===== config.mk =====
export PLATFORM = sky130hd
export DESIGN_NAME = addsub_arbiter
export DESIGN_NICKNAME = d
export VERILOG_FILES = /design/src/rtl/addsub_ctrl_pkg.sv /design/src/rtl/rr_arbiter.sv /design/src/rtl/addsub_arbiter.sv
export SDC_FILE = /design/constraint.sdc
export NUM_CORES = 1
export LEC_CHECK = 0
export CORE_MARGIN = 10
export CORE_UTILIZATION = 45
export CTS_CLUSTER_DIAMETER = 150
export DETAILED_ROUTE_END_ITERATION = 6
export DONT_BUFFER_PORTS = 1
export GPL_TIMING_DRIVEN = 0
export PLACE_DENSITY = 0.58
export SLEW_MARGIN = 20
export SYNTH_ARGS = -nofsm -noshare
export SYNTH_HDL_FRONTEND = slang
export SYNTH_SLANG_ARGS = --single-unit

===== constraint.sdc =====
create_clock -name aclk -period 2 [get_ports aclk]
set_input_delay 0.2 -clock aclk [delete_from_list [all_inputs] [get_ports aclk]]
set_output_delay 0.2 -clock aclk [all_outputs]
set_load 0.005 [all_outputs]

===== src/rtl/addsub_ctrl_pkg.sv =====
`default_nettype none
// ============================================================================
// Module   : addsub_ctrl_pkg
// Brief    : Shared constants, state encoding and reference arithmetic for
//            the add/subtract arbiter slice.
// Revision : 1.0 - initial release
// ============================================================================
package addsub_ctrl_pkg;

  // Default datapath geometry
  localparam int DEF_DW  = 4;
  localparam int DEF_LAT = 1;

  // Controller state encoding
  typedef logic [1:0] state_t;
  localparam logic [1:0] IDLE = 2'd0;
  localparam logic [1:0] EXEC = 2'd1;
  localparam logic [1:0] RESP = 2'd2;

  // Operation encoding on req_op / dp_op
  localparam logic OP_ADD = 1'b0;
  localparam logic OP_SUB = 1'b1;

  // Reference result: DW+1 bits, subtract wraps modulo 2^(DW+1)
  function automatic logic [DEF_DW:0] ref_result(input logic [DEF_DW-1:0] a,
                                                 input logic [DEF_DW-1:0] b,
                                                 input logic              op);
    if (op == OP_SUB) ref_result = {1'b0, a} - {1'b0, b};
    else              ref_result = {1'b0, a} + {1'b0, b};
  endfunction

endpackage
`default_nettype wire


===== src/rtl/rr_arbiter.sv =====
`default_nettype none
// ============================================================================
// Module   : rr_arbiter
// Brief    : Combinational round-robin picker. Searches from ptr+1 with wrap
//            and returns the first active request as one-hot and as index.
// Revision : 1.0 - initial release
// ============================================================================
module rr_arbiter #(
  parameter int NUM_REQ = 2,
  parameter int IW      = $clog2(NUM_REQ)
) (
  input  logic [NUM_REQ-1:0] req,
  input  logic [IW-1:0]      ptr,
  output logic [NUM_REQ-1:0] grant,
  output logic [IW-1:0]      grant_idx,
  output logic               any_req
);

  // First active request after the pointer wins; the pointer itself is last
  always_comb begin
    grant     = '0;
    grant_idx = '0;
    any_req   = 1'b0;
    for (int i = 1; i <= NUM_REQ; i++) begin
      if (!any_req && req[(int'(ptr) + i) % NUM_REQ]) begin
        grant[(int'(ptr) + i) % NUM_REQ] = 1'b1;
        grant_idx = IW'((int'(ptr) + i) % NUM_REQ);
        any_req   = 1'b1;
      end
    end
  end

endmodule
`default_nettype wire


===== src/rtl/addsub_arbiter.sv =====
`default_nettype none
// ============================================================================
// Module   : addsub_arbiter
// Brief    : Shares one registered add/subtract datapath between NUM_REQ
//            requesters. Round-robin grant, one operation in flight, result
//            captured LAT+1 clocks after the request handshake and held
//            until the owning requester accepts it.
// Revision : 1.0 - initial release
// ============================================================================
module addsub_arbiter
  import addsub_ctrl_pkg::*;
#(
  parameter int NUM_REQ = 2,
  parameter int DW      = DEF_DW,
  parameter int LAT     = DEF_LAT
) (
  input  logic                       aclk,
  input  logic                       arst,
  input  logic [NUM_REQ-1:0]         req_valid,
  output logic [NUM_REQ-1:0]         req_ready,
  input  logic [NUM_REQ*DW-1:0]      req_a,
  input  logic [NUM_REQ*DW-1:0]      req_b,
  input  logic [NUM_REQ-1:0]         req_op,
  output logic [DW-1:0]              dp_a,
  output logic [DW-1:0]              dp_b,
  output logic                       dp_op,
  input  logic [DW:0]                dp_y,
  output logic [NUM_REQ-1:0]         rsp_valid,
  output logic [DW:0]                rsp_data,
  input  logic [NUM_REQ-1:0]         rsp_ready,
  output logic                       busy,
  output logic [$clog2(NUM_REQ)-1:0] grant_id
);

  localparam int IW = $clog2(NUM_REQ);
  localparam int CW = $clog2(LAT + 1);

  state_t             state;
  logic [IW-1:0]      ptr;
  logic [CW-1:0]      cnt;
  logic [NUM_REQ-1:0] arb_grant;
  logic [IW-1:0]      arb_idx;
  logic               arb_any;

  rr_arbiter #(
    .NUM_REQ (NUM_REQ),
    .IW      (IW)
  ) u_arb (
    .req       (req_valid),
    .ptr       (ptr),
    .grant     (arb_grant),
    .grant_idx (arb_idx),
    .any_req   (arb_any)
  );

  // Ready only in IDLE and never while reset is asserted
  assign req_ready = (arst && (state == IDLE)) ? arb_grant : '0;
  assign busy      = (state != IDLE);

  // Control FSM: grant, count down datapath latency, hold response
  always_ff @(posedge aclk or negedge arst) begin
    if (!arst) begin
      state     <= IDLE;
      ptr       <= IW'(NUM_REQ - 1);
      cnt       <= '0;
      dp_a      <= '0;
      dp_b      <= '0;
      dp_op     <= 1'b0;
      rsp_data  <= '0;
      rsp_valid <= '0;
      grant_id  <= '0;
    end else begin
      case (state)
        IDLE: begin
          if (arb_any) begin
            dp_a     <= req_a[arb_idx*DW +: DW];
            dp_b     <= req_b[arb_idx*DW +: DW];
            dp_op    <= req_op[arb_idx];
            grant_id <= arb_idx;
            ptr      <= arb_idx;
            cnt      <= CW'(LAT);
            state    <= EXEC;
          end
        end
        EXEC: begin
          if (cnt == '0) begin
            rsp_data  <= dp_y;
            rsp_valid <= NUM_REQ'(1) << grant_id;
            state     <= RESP;
          end else begin
            cnt <= cnt - 1'b1;
          end
        end
        RESP: begin
          // Only the owner's ready bit completes the response
          if (rsp_ready[grant_id]) begin
            rsp_valid <= '0;
            state     <= IDLE;
          end
        end
        default: state <= IDLE;
      endcase
    end
  end

endmodule
`default_nettype wire


==> impl_metrics.tcl, run 1 <==
set metrics [dict create \
    tightest_slew_ns 0.935 \
    end_kind "primary output" \
    grt_pass1_wl_um 3240 \
    powerDensity_nw_per_um2 1480 \
    syn_nets 101 \
    cts_tree "yes" \
    drt_drc_violations_left 0 \
    row_count 17 \
    drt-total-wl_um 2140 \
    setup_tns_ns 0 \
    synth_seq_area_share_pct 51.7 \
    clk_pin_slew_worst_paths_ns 0.12 \
    netSwitchingFraction_pct 33.4 \
    gp_congestion 0.709 \
    syn_area_um2 1020 \
    antenna_found_initial 0 \
    dp_hpwl_um 1620 \
    grt_usage_pct 9.45 \
    grt_pass1_vias 648 \
    grt_max_degree 22 \
    power_frac_seq_pct 51.4 \
    initial_core_util_pct 46.5 \
    status "completed" \
    cts_setup_buffers 0 \
    finalHoldViolations 0 \
    root_buffer "clkbuf_4" \
    power_switching_mw 0.544 \
    p_leak_nw 0.518 \
    arrival_ns 1.30 \
    skew_ns 0.00761 \
    yosysUniqueCellTypes 23 \
    fmax_mhz 666 \
    r2r_slack_ns 0.52 \
    criticalPathCategory "flip-flop to primary output" \
    clkLatencyLatePin_ns 0.30 \
    yosys_warnings 0 \
    drive_gt1_share_pct 43.6 \
    drt.antenna.violating_nets 0 \
    cts_buffers 3 \
    clock_sinks 21 \
    die_w_um 67.6 \
    finalSetupViolCount 0 \
    drtIter0Drc 51 \
    wl_per_cell_um 20.2 \
    ys_ff_latch 21 \
    finalCriticalPeriod_ns 1.50 \
    grt_overflow 0 \
    clock_path_buffers 2 \
    layout.nets 108 \
    maxSlewHeadroom_pct 37.5 \
    rsz0062_at_grt "false" \
    pin_count 49 \
    clkPwrFrac_pct 12.2 \
    min_period_over_period_pct 75.1 \
    num_antenna_cells 0 \
    peakVddDrop_v 0.000713 \
    io_buffers 0 \
    startpoint_type "flip-flop" \
    p_int_mw 1.08 \
    num_vias 569 \
    hold_path_class "input pin to flip-flop" \
    drv_slew 0 \
    area_growth_pct 8.11 \
    syn_area_per_cell_um2 14.1 \
    htreeDepth 1 \
    die_h_um 67.6 \
    power.share.combinational_pct 36.4 \
    vias_per_cell 5.37 \
    core_um2 2190 \
    first_pass_iters 4 \
    ctsResizeCount 0 \
    die_area_um2 4570 \
    netlist_instances 72 \
    drv_cap 0 \
    fin_util_pct 50.3 \
    required_ns 1.80 \
    path_max_fanout 10 \
]
cell type report:
class	instances	area, um2
Inverter	4	15.0
Timing Repair Buffer	2	20.0
Clock buffer	3	22.5
Multi-Input combinational cell	44	449
Tap cell	28	35.0
Clock inverter	1	5.00
Buffer	3	27.5
Fill cell	193	1090
Sequential cell	21	527
final timing paths:
kind / depth (start not counted) / endpoint / start
max: 3 / req_ready[1] / ptr
min: 1 / rsp_data[0] / dp_y[0]
max reg2reg: 4 / dp_b[0] / state[1]
min reg2reg: 2 / cnt / cnt
max in group asynchronous: 1 / state[0] / arst
min in group asynchronous: 1 / state[1] / arst
kinds of logic (layout without fill, tap and decap cells):
kind of cell	after synthesis	after routing	synth area share, %
simple gates	11	11	6.14
flops	21	21	51.7
buf+inv	7	13	4.18
mux	24	24	31.2
compound gates	9	9	6.76
cell usage after synthesis, drive strengths merged:
cell    count  area share, %
mux2i       1           0.98
or2b        1           0.74
inv         4            1.5
or3b        1           0.86
a22o        1           0.86
o21ai       2            1.4
nand3b      1           0.74
o22ai       2            1.2
a21oi       1           0.49
a21boi      1            1.1
dfstp       1            2.6
buf         3            2.7
nor3b       1           0.74
a31oi       1           0.61
nor2        1           0.61
dfrtp      20             49
o2111a      1            1.1
nand2       5            1.8
mux2       23             30
and3        1           0.61
critical path, cell delays in order, from the launching register on:
cell      delay [ns]
dfstp_2         0.58
a21boi_2        0.08
buf_6           0.16
and3_1          0.20
sequential cells by signal, indices dropped and copies added, names as in the netlist:
name	cells
dp_a	4
state	2
rsp_data	5
ptr	1
dp_b	4
cnt	1
rsp_valid	2
dp_op	1
grant_id	1
what timing repair did:
action	in CTS	in global routing
setup endpoints to repair	0	0
hold buffers	2	0
endpoints found under the hold margin	22	0
metal layers:
| layer | vias up | track usage (%) | routed length, um |
|---|---|---|---|
| met4 | 0 | 3.85 | 13 |
| met5 | - | 0 | 0 |
| met2 | 28 | 13.3 | 935 |
| met3 | 2 | 6.61 | 296 |
| met1 | 271 | 10.9 | 898 |
| li1 | 268 | - | - |
per-stage QoR:
stage | std cells | area [um2] | hold WS, ns | power (mW) | setup slack (ns)
after floorplan | 72 | 1020 | -0.0956 | 1.31 | 0.598
after global placement | 100 | 1050 | -0.0949 | 1.42 | 0.553
after detailed placement | 100 | 1050 | -0.0948 | 1.44 | 0.545
after CTS | 106 | 1100 | 0.0265 | 1.66 | 0.470
after global routing | 106 | 1100 | 0.00908 | 1.76 | 0.390
final | 106 | 1100 | 0.0402 | 1.63 | 0.498
placed cells by master (no fill, tap or decap), drive strengths merged:
| cell | instances |
|---|---|
| dlygate4sd3 | 2 |
| nand3b | 1 |
| buf | 3 |
| mux2i | 1 |
| nor2 | 1 |
| o22ai | 2 |
| dfrtp | 20 |
| inv | 4 |
| o21ai | 2 |
| nand2 | 5 |
| nor3b | 1 |
| or2b | 1 |
| a21oi | 1 |
| mux2 | 23 |
| clkinv | 1 |
| dfstp | 1 |
| o2111a | 1 |
| or3b | 1 |
| and3 | 1 |
| a22o | 1 |
| a31oi | 1 |
| a21boi | 1 |
| clkbuf | 3 |
power groups by stage:
| stage | combinational [mW] | clock (mW) | sequential [mW] |
|---|---|---|---|
| 3_5_place_dp | 0.590 | 0 | 0.853 |
| 3_3_place_gp | 0.573 | 0 | 0.849 |
| 2_1_floorplan | 0.520 | 0 | 0.791 |
| 4_1_cts | 0.605 | 0.212 | 0.843 |
| 5_1_grt | 0.656 | 0.234 | 0.874 |
| 6_report | 0.592 | 0.198 | 0.835 |
Power figures use the tool's default switching activity.
==> run 2: changes to the inputs <==
--- a/config.mk
+++ b/config.mk
@@ -11,7 +11,7 @@
 export DETAILED_ROUTE_END_ITERATION = 6
 export DONT_BUFFER_PORTS = 1
 export GPL_TIMING_DRIVEN = 0
-export PLACE_DENSITY = 0.58
+export PLACE_DENSITY = 0.6
 export SLEW_MARGIN = 20
 export SYNTH_ARGS = -nofsm -noshare
 export SYNTH_HDL_FRONTEND = slang
==> constraint.sdc (replaced) <==
create_clock -name aclk -period 1.35 [get_ports aclk]
set_input_delay 0.135 -clock aclk [delete_from_list [all_inputs] [get_ports aclk]]
set_output_delay 0.135 -clock aclk [all_outputs]
set_load 0.005 [all_outputs]
==> run 2 against run 1 <==
Against the previous run:
- the run now ends with negative setup slack left
- wire length rose by 1.4%
- flip-flop and latch count is the same
- total power increased by 56%
- combinational power is 69% higher
- clock skew rose by 0.0018 ns
- sequential share of layout area is 4.5 points lower
- non-clock buffer count increased by 11
- critical path depth increased by 1
- sequential power is 50% higher
- hold slack gained 0.0083 ns
- critical path type is now flip-flop to flip-flop
- largest cell class unchanged
==> impl_metrics.tcl, run 2 (synthesis gave the netlist of run 1 again) <==
set metrics [dict create \
    p_int_mw 1.71 \
    root_buffer "clkbuf_4" \
    criticalPathCategory "flip-flop to flip-flop" \
    largest_register_ffs 5 \
    finalHoldViolations 0 \
    gp_congestion 0.710 \
    tightest_slew_ns 0.922 \
    num_antenna_cells 0 \
    cp-startpoint "ptr" \
    top_register "rsp_data" \
    finalSetupViolCount 15 \
    min_from "rsp_ready[0]" \
    end_kind "flip-flop" \
    pre_cts_ws_ns -0.0950 \
    netSwitchingFraction_pct 32.8 \
    maxSlewHeadroom_pct 38.3 \
    die_h_um 67.6 \
    rsz0062_at_grt "true" \
    first_pass_iters 2 \
    min_period_over_period_pct 107 \
    drt.antenna.violating_nets 0 \
    peakVddDrop_v 0.00103 \
    powerDensity_nw_per_um2 2080 \
    setup_slack_ns -0.0918 \
    grt_usage_pct 9.67 \
    drt_drc_violations_left 0 \
    cts_buffers 3 \
    power_frac_seq_pct 49.1 \
    power_switching_mw 0.833 \
    drv_slew 0 \
    clock_sinks 21 \
    fin_util_pct 55.8 \
    hold_path_class "input pin to flip-flop" \
    htreeDepth 1 \
    postPlaceCellArea_um2 1050 \
    clock_path_buffers 2 \
    startpoint_type "flip-flop" \
    path_max_fanout 5 \
    required_ns 1.54 \
    num-fill-cells 191 \
    p_total_mw 2.54 \
    p_leak_nw 0.569 \
    setup_tns_ns -0.936 \
    finalCriticalPeriod_ns 1.44 \
    grt_max_degree 22 \
    area_growth_pct 20.0 \
    drive_gt1_share_pct 48.3 \
    die_w_um 67.6 \
    worstReg2RegStart "ptr" \
    clk_pin_slew_worst_paths_ns 0.12 \
    die_area_um2 4570 \
    clkLatencyLatePin_ns 0.30 \
    io_buffers 0 \
    drt-total-wl_um 2170 \
    cp_cell_sequence "a21boi_4 > buf_6 > mux2_4 > mux2_2" \
    drv_cap 0 \
    skew_ns 0.00945 \
    grt_pass1_wl_um 3420 \
    power.share.combinational_pct 39.5 \
    core_um2 2190 \
    cp.buffers_inverters 1 \
    antenna_found_initial 0 \
    reg_top3 "rsp_data: 5 flops, dp_a: 4 flops, dp_b: 4 flops" \
    fmax_mhz 694 \
    layout.nets 119 \
    dp_hpwl_um 1530 \
    pin_count 49 \
    cp_top_family "flip-flops" \
    arrival_ns 1.63 \
    cpMaxStageDelayCell "dfstp_2" \
    cts_tree "yes" \
    final_common_cell "dfrtp_1" \
    wl_per_cell_um 18.6 \
    fin_area_um2 1220 \
    drtIter0Drc 21 \
    row_count 17 \
    vias_per_cell 5.32 \
    initial_core_util_pct 46.5 \
    max_stage_delay_ns 0.58 \
    grt_pass1_vias 696 \
    violations "negative setup slack" \
    clkPwrFrac_pct 11.4 \
    num_vias 623 \
    grt_overflow 0 \
    status "finished with violations" \
    final_cell_mix "18 x dfrtp_1, 13 x mux2_4, 10 x mux2_2" \
]
## run 2: worst min-delay path: cells and delay by family
family / cells / cell delay [ns]
and+or+nand+nor: 2 / 0.13
muxes: 1 / 0.06
## run 2: final cells by class
type	count	area, um2	area share (%)
Inverter	4	15.0	1.23
Tap cell	28	35.0	2.87
Sequential cell	21	529	43.3
Clock inverter	1	5.00	0.409
Clock buffer	3	22.5	1.84
Multi-Input combinational cell	44	469	38.4
Timing Repair Buffer	13	119	9.72
Buffer	3	27.5	2.25
## run 2: what timing repair did
item,in CTS,in global routing
setup endpoints to repair,15,16
gates cloned,1,1
resized for setup,5,3
pin swaps,3,2
endpoints found under the hold margin,27,0
hold buffers,8,0
setup buffers,2,1
## run 2: stage by stage
stage / hold WS (ns) / cells
after floorplan: -0.161 / 72
after global placement: -0.160 / 100
after detailed placement: -0.160 / 100
after CTS: 0.0395 / 115
after global routing: 0.0716 / 117
final: 0.0485 / 117
## run 2: per-layer routing
metal  up-vias  wire [um]  track usage [%]
met3         2        267             6.94
li1        290          -                -
met4         0          8             1.54
met5         -          0                0
met1       303        844             9.98
met2        28       1050             16.0
## run 2: path summary, 6_finish.rpt
path / slack (ns) / endpoint / depth (start not counted)
min: 0.05 / state[1] / 3
min reg2reg: 0.52 / cnt / 2
min in group asynchronous: 0.41 / rsp_data[0] / 1
max: -0.09 / dp_a[2] / 4
max reg2reg: -0.09 / dp_a[2] / 4
max in group asynchronous: 0.33 / state[0] / 1
## run 2: power by group through the flow
stage	clock [mW]	combinational, mW	sequential [mW]
floorplan	0	0.770	1.17
global placement	0	0.844	1.26
detailed placement	0	0.870	1.26
CTS	0.313	0.972	1.26
global route	0.347	1.11	1.32
finish	0.289	1.00	1.25
==> run 3: changes to the inputs <==
--- a/config.mk
+++ b/config.mk
@@ -7,6 +7,7 @@
 export LEC_CHECK = 0
 export CORE_MARGIN = 10
 export CORE_UTILIZATION = 45
+export CTS_BUF_LIST = sky130_fd_sc_hd__clkbuf_16
 export CTS_CLUSTER_DIAMETER = 150
 export DETAILED_ROUTE_END_ITERATION = 6
 export DONT_BUFFER_PORTS = 1
==> run 3 against run 2 <==
Against the previous run:
- the run still ends with negative setup slack left
- final cell count down 5.1%
- first-iteration DRC count up 67%
- design area shrank 0.41%
- register-to-register slack barely moved
- total power rose by 12%
- sequential power about the same
- fmax up 0.93%
- critical path type unchanged
- largest cell class unchanged
- highest routed layer unchanged
==> impl_metrics.tcl, run 3 (synthesis gave the netlist of run 1 again) <==
set metrics [dict create \
    instances_no_fill 111 \
    power_frac_seq_pct 43.9 \
    grt_pass1_wl_um 3320 \
    initial_core_util_pct 46.5 \
    hold_path_class "input pin to flip-flop" \
    grt_pass1_vias 670 \
    final_cell_mix "18 x dfrtp_1, 13 x mux2_4, 10 x mux2_2" \
    finalSetupViolCount 14 \
    grt_usage_pct 9.34 \
    whs_path_depth 1 \
    regArea_um2 529 \
    min_from "dp_y[2]" \
    wl_per_cell_um 19.1 \
    clk_pin_slew_worst_paths_ns 0.06 \
    top_register "rsp_data" \
    power.share.combinational_pct 34.7 \
    p_int_mw 1.98 \
    clock_path_buffers 2 \
    drive_gt1_share_pct 51.8 \
    die_w_um 67.6 \
    status "finished with violations" \
    first_pass_iters 2 \
    clock_sinks 21 \
    rsz0062_at_grt "true" \
    cts_tree "yes" \
    violations "negative setup slack" \
    rr_worst_depth 4 \
    min_period_over_period_pct 106 \
    fin_area_um2 1220 \
    grt_max_degree 22 \
    reg_top3 "rsp_data: 5 flops, dp_a: 4 flops, dp_b: 4 flops" \
    root_buffer "clkbuf_16" \
    finalHoldViolations 0 \
    grt_overflow 0 \
    peakVddDrop_v 0.00128 \
    drt.antenna.violating_nets 0 \
    largest_register_ffs 5 \
    startpoint_type "flip-flop" \
    io_buffers 0 \
    cpMaxStageDelayCell "dfstp_2" \
    postPlaceCellArea_um2 1050 \
    clkLatencyLatePin_ns 0.25 \
    die_area_um2 4570 \
    cp_top_family "flip-flops" \
    cp_cell_sequence "a21boi_4 > buf_6 > mux2_4 > mux2_2" \
    setup_slack_ns -0.0785 \
    required_ns 1.48 \
    gp_congestion 0.710 \
    fmax_mhz 700 \
    num_antenna_cells 0 \
    r2r_slack_ns -0.08 \
    vias_per_cell 5.47 \
    cts_buffers 3 \
    maxSlewHeadroom_pct 37.5 \
    p_leak_nw 0.569 \
    max_stage_delay_ns 0.56 \
    row_count 17 \
    pin_count 49 \
    drt-total-wl_um 2120 \
    hold_slack_ns 0.0305 \
    drv_cap 0 \
    criticalPathCategory "flip-flop to flip-flop" \
    num-fill-cells 188 \
    clkPwrFrac_pct 21.4 \
    power_switching_mw 0.866 \
    drtIter0Drc 35 \
    pre_cts_ws_ns -0.0950 \
    place_inst 100 \
    p_total_mw 2.85 \
    powerDensity_nw_per_um2 2340 \
    drt_drc_violations_left 0 \
    htreeDepth 1 \
    arrival_ns 1.56 \
    worstReg2RegStart "ptr" \
    path_max_fanout 5 \
    dp_hpwl_um 1530 \
    multi_input_area_um2 469 \
    finalCriticalPeriod_ns 1.43 \
    skew_ns 0.00432 \
    end_kind "flip-flop" \
    final_common_cell "dfrtp_1" \
    drv_slew 0 \
    holdPathEnd "rsp_data[2]" \
    layout.nets 113 \
    antenna_found_initial 0 \
    r2r-end "dp_a[0]" \
    num_vias 607 \
    core_um2 2190 \
    area_growth_pct 19.5 \
    cp.buffers_inverters 1 \
    netSwitchingFraction_pct 30.4 \
    tightest_slew_ns 0.934 \
    die_h_um 67.6 \
]
==> run 3: cell types whose count changed in the layout (fill, tap and decap cells not counted) <==
cell / before / now
clkbuf_4: 3 / 1
dlygate4sd3_1: 8 / 2
clkbuf_16: 0 / 3
buf_2: 2 / 1
==> run 3: worst register-to-register path, delay by kind of cell, from the launching register on <==
family / cells / cell delay [ns]
compound gates: 1 / 0.07
mux: 2 / 0.55
flops: 1 / 0.56
buf+inv: 1 / 0.14
==> run 3: cell type report <==
cell class / count / area share (%)
repair buffers: 7 / 4.83
multi-input cells: 44 / 38.5
plain buffers: 3 / 2.47
inverters: 4 / 1.23
flip-flops and latches: 21 / 43.5
clock inverters: 1 / 0.411
clock buffers: 3 / 6.17
well taps: 28 / 2.88
==> run 3: timing repair <==
action	CTS	global route
hold endpoints to repair	22	0
cloned	1	1
pin swaps	1	1
hold buffers	2	0
setup endpoints to repair	14	15
gates resized for setup	4	5
setup buffers	3	0
==> run 3: worst max path at each step <==
stage | from | to | slack [ns] | depth (start not counted)
5_1_grt | ptr | dp_a[0] | -0.12 | 4
4_1_cts | ptr | dp_a[2] | -0.08 | 4
3_5_place_dp | ptr | dp_a[2] | -0.09 | 4
3_3_place_gp | ptr | dp_a[0] | -0.08 | 4
2_1_floorplan | ptr | dp_a[0] | -0.05 | 4
6_report | ptr | dp_a[0] | -0.08 | 4
==> run 3: power by group through the flow <==
| stage | logic [mW] | registers, mW | clock network, mW |
|---|---|---|---|
| floorplan | 0.770 | 1.17 | 0 |
| global placement | 0.844 | 1.26 | 0 |
| detailed placement | 0.870 | 1.26 | 0 |
| CTS | 0.966 | 1.26 | 0.627 |
| global route | 1.10 | 1.32 | 0.667 |
| finish | 0.989 | 1.25 | 0.610 |
==> run 3: through the flow <==
stage | utilization (%) | TNS, ns
final | 55.6 | -0.720
after global placement | 48.1 | -0.767
after floorplan | - | -0.371
after CTS | 54.8 | -0.708
after global routing | 55.6 | -1.25
after detailed placement | 48.1 | -0.800
==> run 3: metal layers <==
layer / part of all wire, % / GRT usage, %
met5: 0 / 0
met4: 0.38 / 1.54
met3: 14 / 6.78
met2: 48 / 14.9
met1: 37 / 9.99
